### src/rtl/mcdf_pkg.sv
// Shared types and helpers for the MCDF packet arbiter.
// Holds the length-code decode, field widths and the arbiter FSM state type.
package mcdf_pkg;

   localparam int PRIO_W      = 2;
   localparam int LENCODE_W   = 3;
   localparam int LEN_FIELD_W = 6;

   typedef enum logic {
      IDLE = 1'b0,
      XFER = 1'b1
   } state_t;

   // Codes 4..7 are reserved and saturate to the largest packet size.
   function automatic logic [LEN_FIELD_W-1:0] len_decode(input logic [LENCODE_W-1:0] code);
      case (code)
         3'd0:    len_decode = 6'd4;
         3'd1:    len_decode = 6'd8;
         3'd2:    len_decode = 6'd16;
         default: len_decode = 6'd32;
      endcase
   endfunction

endpackage

### src/rtl/mcdf_rr_prio_sel.sv
// Combinational channel selector: lowest priority value wins, ties are
// broken round-robin starting just above the last granted channel.
module mcdf_rr_prio_sel
   import mcdf_pkg::*;
#(
   parameter int NCH = 3,
   parameter int CHW = 3
) (
   input  logic [NCH-1:0]        req,
   input  logic [NCH*PRIO_W-1:0] prio,
   input  logic [CHW-1:0]        rr_ptr,
   output logic                  gnt_valid,
   output logic [CHW-1:0]        gnt_ch
);

   logic [PRIO_W-1:0] min_prio;

   always_comb begin
      min_prio = '1;
      for (int k = 0; k < NCH; k++) begin
         if (req[k] && (prio[k*PRIO_W +: PRIO_W] < min_prio)) begin
            min_prio = prio[k*PRIO_W +: PRIO_W];
         end
      end
   end

   always_comb begin
      int idx;
      gnt_valid = 1'b0;
      gnt_ch    = '0;
      idx       = 0;
      for (int i = 1; i <= NCH; i++) begin
         idx = (int'(rr_ptr) + i) % NCH;
         if (!gnt_valid && req[idx] && (prio[idx*PRIO_W +: PRIO_W] == min_prio)) begin
            gnt_valid = 1'b1;
            gnt_ch    = CHW'(idx);
         end
      end
   end

endmodule

### src/rtl/mcdf_pkt_arbiter.sv
// N-channel packet arbiter and framer: grants whole packets and streams
// them out through a single registered valid/ready word port.
//
//   state | meaning
//   IDLE  | no packet granted; arbitrate among requesting channels
//   XFER  | move words of the granted packet until its last word is loaded
module mcdf_pkt_arbiter
   import mcdf_pkg::*;
#(
   parameter int NCH  = 3,
   parameter int DW   = 32,
   parameter int CHW  = 3,
   parameter int LENW = 6
) (
   input  logic                     clk_i,
   input  logic                     rstn_i,
   input  logic [NCH-1:0]           slv_req_i,
   input  logic [NCH-1:0]           slv_valid_i,
   input  logic [NCH*DW-1:0]        slv_data_i,
   input  logic [NCH*PRIO_W-1:0]    slv_prio_i,
   input  logic [NCH*LENCODE_W-1:0] slv_pkglen_i,
   output logic [NCH-1:0]           slv_ack_o,
   output logic                     fmt_valid_o,
   input  logic                     fmt_ready_i,
   output logic [DW-1:0]            fmt_data_o,
   output logic [CHW-1:0]           fmt_chid_o,
   output logic [LENW-1:0]          fmt_length_o,
   output logic                     fmt_start_o,
   output logic                     fmt_end_o,
   output logic                     busy_o
);

   state_t                state, state_nxt;
   logic [CHW-1:0]        gnt_ch;
   logic [CHW-1:0]        rr_ptr;
   logic [CHW-1:0]        sel_ch;
   logic                  sel_valid;
   logic [LENW-1:0]       pkt_len;
   logic [LENW-1:0]       cnt;
   logic                  cur_valid;
   logic [DW-1:0]         cur_data;
   logic [LENCODE_W-1:0]  sel_code;
   logic                  load;
   logic                  last;

   mcdf_rr_prio_sel #(
      .NCH (NCH),
      .CHW (CHW)
   ) u_sel (
      .req       (slv_req_i),
      .prio      (slv_prio_i),
      .rr_ptr    (rr_ptr),
      .gnt_valid (sel_valid),
      .gnt_ch    (sel_ch)
   );

   always_comb begin
      cur_valid = 1'b0;
      cur_data  = '0;
      sel_code  = '0;
      for (int k = 0; k < NCH; k++) begin
         if (gnt_ch == CHW'(k)) begin
            cur_valid = slv_valid_i[k];
            cur_data  = slv_data_i[k*DW +: DW];
         end
         if (sel_ch == CHW'(k)) begin
            sel_code = slv_pkglen_i[k*LENCODE_W +: LENCODE_W];
         end
      end
   end

   // A word may enter the output register when it is empty or draining this cycle.
   assign load = (state == XFER) && cur_valid && (!fmt_valid_o || fmt_ready_i);
   assign last = (cnt == (pkt_len - LENW'(1)));

   always_ff @(posedge clk_i or negedge rstn_i) begin
      if (!rstn_i) begin
         state <= IDLE;
      end else begin
         state <= state_nxt;
      end
   end

   always_comb begin
      state_nxt = state;
      slv_ack_o = '0;
      case (state)
         IDLE: begin
            if (sel_valid) begin
               state_nxt = XFER;
            end
         end
         XFER: begin
            for (int k = 0; k < NCH; k++) begin
               if (load && (gnt_ch == CHW'(k))) begin
                  slv_ack_o[k] = 1'b1;
               end
            end
            if (load && last) begin
               state_nxt = IDLE;
            end
         end
         default: state_nxt = IDLE;
      endcase
   end

   always_ff @(posedge clk_i or negedge rstn_i) begin
      if (!rstn_i) begin
         gnt_ch  <= '0;
         rr_ptr  <= CHW'(NCH - 1);
         pkt_len <= '0;
         cnt     <= '0;
      end else if ((state == IDLE) && sel_valid) begin
         gnt_ch  <= sel_ch;
         rr_ptr  <= sel_ch;
         pkt_len <= LENW'(len_decode(sel_code));
         cnt     <= '0;
      end else if (load) begin
         cnt <= cnt + LENW'(1);
      end
   end

   always_ff @(posedge clk_i or negedge rstn_i) begin
      if (!rstn_i) begin
         fmt_valid_o  <= 1'b0;
         fmt_data_o   <= '0;
         fmt_chid_o   <= '0;
         fmt_length_o <= '0;
         fmt_start_o  <= 1'b0;
         fmt_end_o    <= 1'b0;
      end else if (load) begin
         fmt_valid_o  <= 1'b1;
         fmt_data_o   <= cur_data;
         fmt_chid_o   <= gnt_ch;
         fmt_length_o <= pkt_len;
         fmt_start_o  <= (cnt == '0);
         fmt_end_o    <= last;
      end else if (fmt_ready_i) begin
         fmt_valid_o  <= 1'b0;
         fmt_start_o  <= 1'b0;
         fmt_end_o    <= 1'b0;
      end
   end

   assign busy_o = (state == XFER) || fmt_valid_o;

endmodule

### config.mk
export PLATFORM = sky130hd
export DESIGN_NAME = mcdf_pkt_arbiter
export DESIGN_NICKNAME = d
export VERILOG_FILES = /design/src/rtl/mcdf_pkg.sv /design/src/rtl/mcdf_rr_prio_sel.sv /design/src/rtl/mcdf_pkt_arbiter.sv
export SDC_FILE = /design/constraint.sdc
export NUM_CORES = 1
export LEC_CHECK = 0
export BUFFER_PORTS_ARGS = -buffer_cell sky130_fd_sc_hd__buf_4
export CAP_MARGIN = 5
export CORE_MARGIN = 2
export CORE_UTILIZATION = 35
export DETAILED_ROUTE_END_ITERATION = 7
export SYNTH_ARGS = -nofsm -noshare
export SYNTH_HDL_FRONTEND = slang
export SYNTH_SLANG_ARGS = --single-unit
### constraint.sdc
create_clock -name clk_i -period 6.9 [get_ports clk_i]
set_clock_uncertainty 0.2 [all_clocks]
set_input_delay 0.345 -clock clk_i [delete_from_list [all_inputs] [get_ports clk_i]]
set_output_delay 0.345 -clock clk_i [all_outputs]
set_load 0.03 [all_outputs]
==> results of run 1 <==
-- worst min-delay path by stage --
stage          slack (ns)        start  cells after the start                          to
5_1_grt              0.12  fmt_ready_i                      3       fmt_end_o$_DFFE_PN0P_
4_1_cts              0.09  fmt_ready_i                      3       fmt_end_o$_DFFE_PN0P_
6_report             0.10  fmt_ready_i                      3       fmt_end_o$_DFFE_PN0P_
3_5_place_dp         0.26       rstn_i                      1  fmt_data_o[12]$_DFFE_PN0P_
3_3_place_gp         0.25       rstn_i                      1  fmt_data_o[12]$_DFFE_PN0P_
2_1_floorplan       -0.15       rstn_i                      0          cnt[0]$_DFFE_PN0P_
-- stage by stage --
stage / util, % / worst slack (ns) / std cells
6_report: 47.2 / 1.08 / 979
2_1_floorplan: - / 0.653 / 646
3_3_place_gp: 45.0 / 1.35 / 961
5_1_grt: 47.2 / 0.694 / 979
3_5_place_dp: 45.0 / 1.15 / 961
4_1_cts: 47.2 / 1.11 / 978
-- metal layers --
| metal | vias up | part of all wire [%] | wire length, microns | GRT usage (%) |
|---|---|---|---|---|
| li1 | 2618 | - | - | - |
| met1 | 2508 | 45 | 7220 | 26.4 |
| met2 | 187 | 46 | 7400 | 32.9 |
| met3 | 24 | 5.5 | 878 | 3.52 |
| met4 | 0 | 2.8 | 454 | 8.13 |
| met5 | - | 0 | 0 | 0 |
-- cells in the mapped netlist (7+ instances only) --
library cell   n
clkbuf_1      30
a21o_1         9
nor2_1        67
xor2_1         8
o21ai_0       21
ha_1          25
nand2b_1       9
o21a_1         8
xnor2_1       13
nand2_1       72
o31ai_1       37
inv_1         27
mux2i_1       41
dfrtp_1       56
a21oi_1       58
o211ai_1       7
nor3_1        16
nand3_1       16
-- worst max-delay path, cell delays in order, from the launching register on --
cell      delay (ns)
dfstp_2         0.65
inv_1           0.14
ha_1            0.49
inv_1           0.16
ha_1            0.25
ha_1            0.24
a21oi_2         0.19
nand2_1         0.12
xnor2_2         0.22
ha_1            0.30
or3_1           0.48
o31ai_2         0.30
a221oi_2        0.12
a221oi_2        0.30
nand4b_1        0.18
or3_1           0.43
a22o_1          0.27
and3_1          0.21
or2_1           0.25
a31o_1          0.23
-- state kept, by name, indices dropped and copies added (netlist names) --
signal,count
cnt,6
fmt_chid_o,3
fmt_data_o,32
fmt_end_o,1
fmt_length_o,4
fmt_start_o,1
fmt_valid_o,1
gnt_ch,3
pkt_len,4
rr_ptr,1
state,1
-- power by group --
group | switching (uW) | internal, uW
Combinational | 1860 | 1210
Clock | 146 | 297
Sequential | 103 | 478
Total | 2110 | 1990
-- kinds of logic (layout without fill, tap and decap cells) --
kind of cell	after synthesis	after routing	synth area share, %
flip-flops	57	57	28.0
multiplexers	43	43	8.48
other	1	3	0.0735
AND/OR/NAND/NOR	230	230	21.5
buffers and inverters	71	219	5.74
AO/OA/AOI/OAI	195	195	25.9
XOR/XNOR	23	23	4.24
adder cells (fa/ha/maj)	25	25	6.13
-- layout make-up --
| type | instances | area [sq um] |
|---|---|---|
| Sequential cell | 57 | 1430 |
| Clock inverter | 5 | 53.8 |
| Multi-Input combinational cell | 518 | 3390 |
| Clock buffer | 11 | 253 |
| Fill cell | 1419 | 7590 |
| Antenna cell | 1 | 2.50 |
| Tap cell | 184 | 230 |
| Inverter | 28 | 105 |
| Timing Repair Buffer | 175 | 1320 |
-- timing repair --
| item | 4_1_cts | 5_1_grt |
|---|---|---|
| hold buffers | 1 | 0 |
| endpoints found under the hold margin | 56 | 0 |
| setup endpoints to repair | 0 | 0 |
==> reports/metrics.yaml, run 1 <==
outcome: "finished, final reports clean"
cts_inserted_buffers: 9
r2r-start: "rr_ptr[1]$_DFFE_PN1P_"
dieArea_sq_um: 15600
cp_max_fo: 13
synthArstFlopShare_pct: 100
min_path_type: "in2reg"
synth-warning-count: 0
worstPathRequired_ns: 6.91
final_cell_mix: "buf_4 (174), nand2_1 (72), nor2_1 (66)"
cts_setup_buffers: 0
slew_headroom_pct: 51.3
maxSlewViolCount: 0
maxCapViolations: 0
io_buffers: 165
start_kind: "flop"
die_w_microns: 125
post-route-period-util_pct: 84.4
whs_ns: 0.102
grt_max_degree: 58
grt_overflow: 0
clk_path_buf_depth: 2
setup-violations-final: 0
cp.arrival_ns: 5.83
hpwl_microns: 12100
grt_pass1_vias: 5215
initial_core_util_pct: 35.5
worstSetupEndpoint: "pkt_len[3]$_DFFE_PN0P_"
clock_latency_ns: 0.32
num-nets-final: 934
synth_edf_count: 0
yosys.area.top_type: "dfrtp_1"
die_height_microns: 125
drt_pass1_iterations: 5
worst_pin_slew_ns: 0.730
reg2reg_depth: 19
netlist_instances: 645
clkTransAtPathRegs_ns: 0.05
vias_per_cell: 5.45
core_sq_um: 14400
synth.area.top_cells: "dfrtp_1 (27%), mux2i_1 (8.0%), ha_1 (6.1%)"
synthDistinctLibCells: 75
rsz0062_at_grt: "false"
grt_use_total_pct: 20.2
endpoint_kind: "flop"
design_area_sq_um: 6780
timing.fmax_mhz: 172
timing.rr.end: "pkt_len[3]$_DFFE_PN0P_"
num_vias: 5337
totalWireLength_microns: 16000
cts_resized: 0
drive_gt1_share_pct: 27.1
grt_pass1_wl_microns: 25900
drt_iter0_markers: 350
ys_ff_latch: 57
fin_total_pwr_uw: 4100
ys.flop_type: "dfrtp_1"
row_count: 44
period_minus_slack_ns: 5.82
hold_viol: 0
cts_htree_levels: 3
antenna_found_initial: 1
synth_top_cell_area_share_pct: 27.5
route.detailed.wl_per_inst_microns: 16.3
cts_root_buf: "clkbuf_16"
final_common_cell: "buf_4"
gp_congestion: 0.912
ys_seq_area_share_pct: 28.0
peakVddDrop_v: 0.000408
area_growth_pct: 32.8
cts_num_sinks: 57
netlist_area_sq_um: 5100
pwr_density_cell_nw_per_um2: 604
dpl_cell_area_sq_um: 6460
setup_tns_ns: 0
ios: 168
postSynthAreaPerCell_sq_um: 7.91
cts_tree: "yes"
route.detailed.drc: 0
timing_worst_setup_path_type: "reg2reg"
crit_start: "rr_ptr[1]$_DFFE_PN1P_"
ant_nets: 0
r2r_slack_ns: 1.08
p_leak_uw: 0.00318
Note: power is estimated with default switching activity, not from simulation.
==> inputs of run 2 (changes only) <==
--- a/config.mk
+++ b/config.mk
@@ -5,6 +5,7 @@
 export SDC_FILE = /design/constraint.sdc
 export NUM_CORES = 1
 export LEC_CHECK = 0
+export ABC_AREA = 1
 export BUFFER_PORTS_ARGS = -buffer_cell sky130_fd_sc_hd__buf_4
 export CAP_MARGIN = 5
 export CORE_MARGIN = 2
==> constraint.sdc (replaced) <==
create_clock -name clk_i -period 5.3 [get_ports clk_i]
set_clock_uncertainty 0.2 [all_clocks]
set_input_delay 0.265 -clock clk_i [delete_from_list [all_inputs] [get_ports clk_i]]
set_output_delay 0.265 -clock clk_i [all_outputs]
set_load 0.03 [all_outputs]
==> run 2 against run 1 <==
Compared with the run above:
- worst setup slack worse by 0.66 ns
- worst hold slack worse by 0.068 ns
- sequential share of layout area grew 1.2 points
- critical path depth up 13
- global-route usage is 0.93 points higher
- non-clock buffer count is 2 lower
- routed wire length fell by 6.2%
==> reports/metrics.yaml, run 2 <==
post-route-period-util_pct: 92.1
endpoint_kind: "flop"
synthTopCellsByCount: "nand2_1 (223), o21ai_0 (118), inv_1 (66)"
timing_worst_setup_path_type: "reg2reg"
grt_pass1_wl_microns: 23900
cts_inserted_buffers: 9
netlist_instances: 703
final_common_cell: "nand2_1"
hpwl_microns: 11700
postSynthAreaPerCell_sq_um: 6.63
netlist_area_sq_um: 4660
final_cell_mix: "nand2_1 (223), buf_4 (172), o21ai_0 (118)"
setup-violations-final: 0
max_stage_delay_ns: 0.61
area_growth_pct: 37.4
cts_root_buf: "clkbuf_16"
start_kind: "flop"
largest-register: "fmt_data_o"
outcome: "finished, final reports clean"
totalWireLength_microns: 15000
synthArstFlopShare_pct: 100
cp.arrival_ns: 4.90
clkTransAtPathRegs_ns: 0.05
place_ws_ns: 0.400
cts_htree_levels: 3
maxCapViolations: 0
route.detailed.wl_per_inst_microns: 14.3
synth_top_cell_area_share_pct: 30.1
route.detailed.drc: 0
cts_tree: "yes"
clk_path_buf_depth: 2
timing.fmax_mhz: 205
die_height_microns: 119
ys_seq_area_share_pct: 30.6
fin_ws_ns: 0.416
dieArea_sq_um: 14300
min_path_type: "in2reg"
period_minus_slack_ns: 4.88
die_w_microns: 119
drt_pass1_iterations: 5
setup_tns_ns: 0
hold_viol: 0
num-nets-final: 1007
initial_core_util_pct: 35.5
ant_nets: 0
grt_use_total_pct: 21.1
vias_per_cell: 4.93
synth-warning-count: 0
antenna_found_initial: 0
cts_setup_buffers: 0
worst_pin_slew_ns: 0.782
synth_edf_count: 0
core_sq_um: 13100
synth.area.top_cells: "dfrtp_1 (30%), nand2_1 (18%), o21ai_0 (13%)"
ys_ff_latch: 57
ys.flop_type: "dfrtp_1"
drive_gt1_share_pct: 27.7
cts_num_sinks: 57
io_buffers: 165
rsz0062_at_grt: "false"
synth.most_common_cell: "nand2_1"
num_vias: 5147
cp_max_fo: 8
maxSlewViolCount: 0
yosys.area.top_type: "dfrtp_1"
ios: 168
row_count: 42
gp_congestion: 0.958
slew_headroom_pct: 47.7
drt_iter0_markers: 329
grt_overflow: 0
worstPathRequired_ns: 5.32
cp_common_cell: "nand2_1"
grt_max_degree: 65
antenna_cells: 0
cp_slowest_cell: "dfstp_2"
grt_pass1_vias: 4815
clock_latency_ns: 0.33
reg_top3: "fmt_data_o (32), cnt (6)"
largest_register_ffs: 32
synthDistinctLibCells: 39
[run 2: layer usage]
metal  share of wire (%)  track usage (%)  wire (microns)
met1                  43             26.4            6500
met2                  50             36.1            7410
met3                 5.3             5.12             793
met4                 1.7             6.10             259
met5                   0                0               0
[run 2: timing repair]
item                                    in CTS  in global routing
endpoints found under the setup margin       0                  1
hold endpoints to repair                    56                  0
hold buffers                                 1                  0
resized for setup                            0                  1
[run 2: cells by family after synthesis]
logic type | synth area share (%)
AO/OA/AOI/OAI | 16.2
XOR/XNOR | 1.69
adder cells (fa/ha/maj) | 6.71
buffers and inverters | 8.29
flip-flops | 30.6
other | 0.0804
AND/OR/NAND/NOR | 36.4
[run 2: path summary, 6_finish.rpt]
path                                           start                         end  slack, ns  cells after the start
max in group asynchronous                     rstn_i  fmt_data_o[22]$_DFFE_PN0P_       4.08                      2
max reg2reg                    rr_ptr[1]$_DFFE_PN1P_      pkt_len[5]$_DFFE_PN0P_       0.42                     32
min                                      fmt_ready_i       fmt_end_o$_DFFE_PN0P_       0.03                      4
min reg2reg                fmt_chid_o[2]$_DFFE_PN0P_   fmt_chid_o[2]$_DFFE_PN0P_       0.28                      2
min in group asynchronous                     rstn_i      pkt_len[5]$_DFFE_PN0P_       0.34                      2
max                            rr_ptr[1]$_DFFE_PN1P_      pkt_len[5]$_DFFE_PN0P_       0.42                     32
[run 2: stage by stage]
| stage | utilization (%) | hold slack (ns) | instances | instance area [sq um] |
|---|---|---|---|---|
| 6_report | 48.8 | 0.0339 | 1043 | 6410 |
| 5_1_grt | 48.8 | 0.0440 | 1043 | 6410 |
| 4_1_cts | 48.7 | 0.0217 | 1043 | 6400 |
| 3_5_place_dp | 46.3 | 0.172 | 1026 | 6080 |
| 3_3_place_gp | 46.3 | 0.168 | 1026 | 6080 |
| 2_1_floorplan | - | -0.231 | 704 | 4670 |
[run 2: critical path, delay by kind of cell, from the launching register on]
kind / cells / cell delay, ns
DFF: 1 / 0.61
and+or+nand+nor: 20 / 2.07
buffers and inverters: 4 / 0.35
adders and majority gates: 4 / 0.94
AOI/OAI and AO/OA: 4 / 0.58
[run 2: final cells by class]
class / instances / area [sq um]
Clock buffer: 10 / 229
Clock inverter: 6 / 82.6
Fill cell: 1335 / 6730
Inverter: 74 / 283
Multi-Input combinational cell: 547 / 2860
Sequential cell: 57 / 1430
Tap cell: 176 / 220
Timing Repair Buffer: 173 / 1300
Power of run 2 is left out: the tool's default activity adds up to more than one toggle a clock period on the data nets, which glitch-free logic cannot reach.
==> inputs of run 3 (changes only) <==
--- a/config.mk
+++ b/config.mk
@@ -9,8 +9,9 @@
 export BUFFER_PORTS_ARGS = -buffer_cell sky130_fd_sc_hd__buf_4
 export CAP_MARGIN = 5
 export CORE_MARGIN = 2
-export CORE_UTILIZATION = 35
+export CORE_UTILIZATION = 45
 export DETAILED_ROUTE_END_ITERATION = 7
+export PLACE_DENSITY = 0.76
 export SYNTH_ARGS = -nofsm -noshare
 export SYNTH_HDL_FRONTEND = slang
 export SYNTH_SLANG_ARGS = --single-unit
==> run 3 against run 2 <==
Compared with the run above:
- sequential share of layout area grew 0.61 points
- register-to-register slack gained 0.09 ns
- maximum frequency grew 1.8%
- global-route usage grew 2.8 points
- flip-flop and latch count is the same
- worst setup slack gained 0.086 ns
- first-iteration DRC count grew 23%
- worst hold slack lost 0.0081 ns
- final cell count shrank 4.2%
- via count shrank 0.41%
- critical path type unchanged
- critical endpoint is now pkt_len[3]$_DFFE_PN0P_
- highest routed layer unchanged
==> reports/metrics.yaml, run 3 (synthesis results as in run 2) <==
outcome: "finished, final reports clean"
cts_resized: 0
antenna_found_initial: 0
area_growth_pct: 33.7
maxCapViolations: 0
grt_use_total_pct: 23.9
hpwl_microns: 10600
cp_common_cell: "nand2_1"
largest_register_ffs: 32
grtUsageMet3_pct: 4.02
cts_setup_buffers: 0
max_stage_delay_ns: 0.60
cts_htree_levels: 3
clkTransAtPathRegs_ns: 0.07
worstPathRequired_ns: 5.36
grtUsageMet1_pct: 30.6
multi_input_area_sq_um: 2870
gp_congestion: 0.869
ant_nets: 0
post-route-period-util_pct: 90.5
cts_num_sinks: 57
timing_worst_setup_path_type: "reg2reg"
timing.fmax_mhz: 208
hold_viol: 0
route.detailed.drc: 0
drt_pass1_iterations: 5
cts_inserted_buffers: 9
final_cell_mix: "nand2_1 (223), buf_4 (169), o21ai_0 (118)"
route.detailed.wl_per_inst_microns: 13.7
core_sq_um: 10200
stdcell_count: 999
num_vias: 5126
io_buffers: 165
seqCellArea_sq_um: 1430
dp.cells: 983
cp.arrival_ns: 4.85
start_kind: "flop"
fill_cells: 959
totalWireLength_microns: 13700
period_minus_slack_ns: 4.80
cts_tree: "yes"
grt_overflow: 0
cts_root_buf: "clkbuf_8"
grt_pass1_wl_microns: 21800
row_count: 37
drt_iter0_markers: 404
cp_max_fo: 15
rsz0062_at_grt: "false"
vias_per_cell: 5.13
antenna_cells: 0
reg_top3: "fmt_data_o (32), cnt (6)"
largest-register: "fmt_data_o"
worst_pin_slew_ns: 1.14
grt_pass1_vias: 4681
grt_max_degree: 71
ios: 168
final_common_cell: "nand2_1"
grtUsageMet2_pct: 40.8
clk_path_buf_depth: 2
dieArea_sq_um: 11200
die_w_microns: 106
clock_latency_ns: 0.33
maxSlewViolCount: 0
busiest_layer: "met2"
num-nets-final: 1004
setup_tns_ns: 0
min_path_type: "in2reg"
slew_headroom_pct: 23.6
endpoint_kind: "flop"
setup-violations-final: 0
drive_gt1_share_pct: 27.5
cp_slowest_cell: "dfstp_2"
die_height_microns: 106
cts_hold_buffers: 1
initial_core_util_pct: 45.8
==> run 3: changes by cell type in the layout (fill, tap and decap cells not counted) <==
cell / change
clkbuf_1: -1
bufinv_16: -1
nor2_2: +1
clkinv_2: -2
clkbuf_16: -9
clkinvlp_4: -2
nor2_1: -1
buf_4: -3
inv_1: +1
clkbuf_8: +13
==> run 3: final cells by class <==
cell class	count	share of cell area, %
sequential	57	22.9
multi-input combinational	547	46.0
tap	136	2.73
clock buffer	13	2.87
timing repair buffer	170	20.5
clock inverter	2	0.562
inverter	74	4.48
==> run 3: metrics by stage <==
step / instance area (sq um) / util [%] / hold WS, ns / setup slack (ns)
5_1_grt: 6230 / 61.2 / 0.0338 / 0.0801
4_1_cts: 6230 / 61.2 / 0.0116 / 0.503
3_5_place_dp: 6010 / 59.0 / 0.177 / 0.536
3_3_place_gp: 6010 / 59.0 / 0.174 / 0.738
6_report: 6230 / 61.2 / 0.0258 / 0.502
2_1_floorplan: 4670 / - / -0.231 / 0.809
==> run 3: worst max-delay path: cells and delay by family, from the launching register on <==
kind | cells | cell delay (ns)
and+or+nand+nor | 16 | 1.74
adders and majority gates | 4 | 0.91
buffers and inverters | 4 | 0.66
AOI/OAI and AO/OA | 4 | 0.62
DFF | 1 | 0.60
==> run 3: path summary, 6_finish.rpt <==
path	end	cells past startpoint	slack [ns]	from
max	pkt_len[3]$_DFFE_PN0P_	28	0.50	rr_ptr[1]$_DFFE_PN1P_
min	fmt_end_o$_DFFE_PN0P_	4	0.03	fmt_ready_i
max reg2reg	pkt_len[3]$_DFFE_PN0P_	28	0.50	rr_ptr[1]$_DFFE_PN1P_
min reg2reg	fmt_chid_o[2]$_DFFE_PN0P_	2	0.28	fmt_chid_o[2]$_DFFE_PN0P_
max in group asynchronous	fmt_end_o$_DFFE_PN0P_	2	4.06	rstn_i
min in group asynchronous	fmt_data_o[15]$_DFFE_PN0P_	2	0.34	rstn_i
==> run 3: routing by layer <==
layer  vias to the layer above  wire length [microns]  share of wire (%)
met5                         -                      0                  0
met4                         0                    206                1.5
met3                        15                    867                6.3
met2                       180                   6630                 48
met1                      2343                   6020                 44
li1                       2588                      -                  -
Power of run 3 is left out for the same reason.
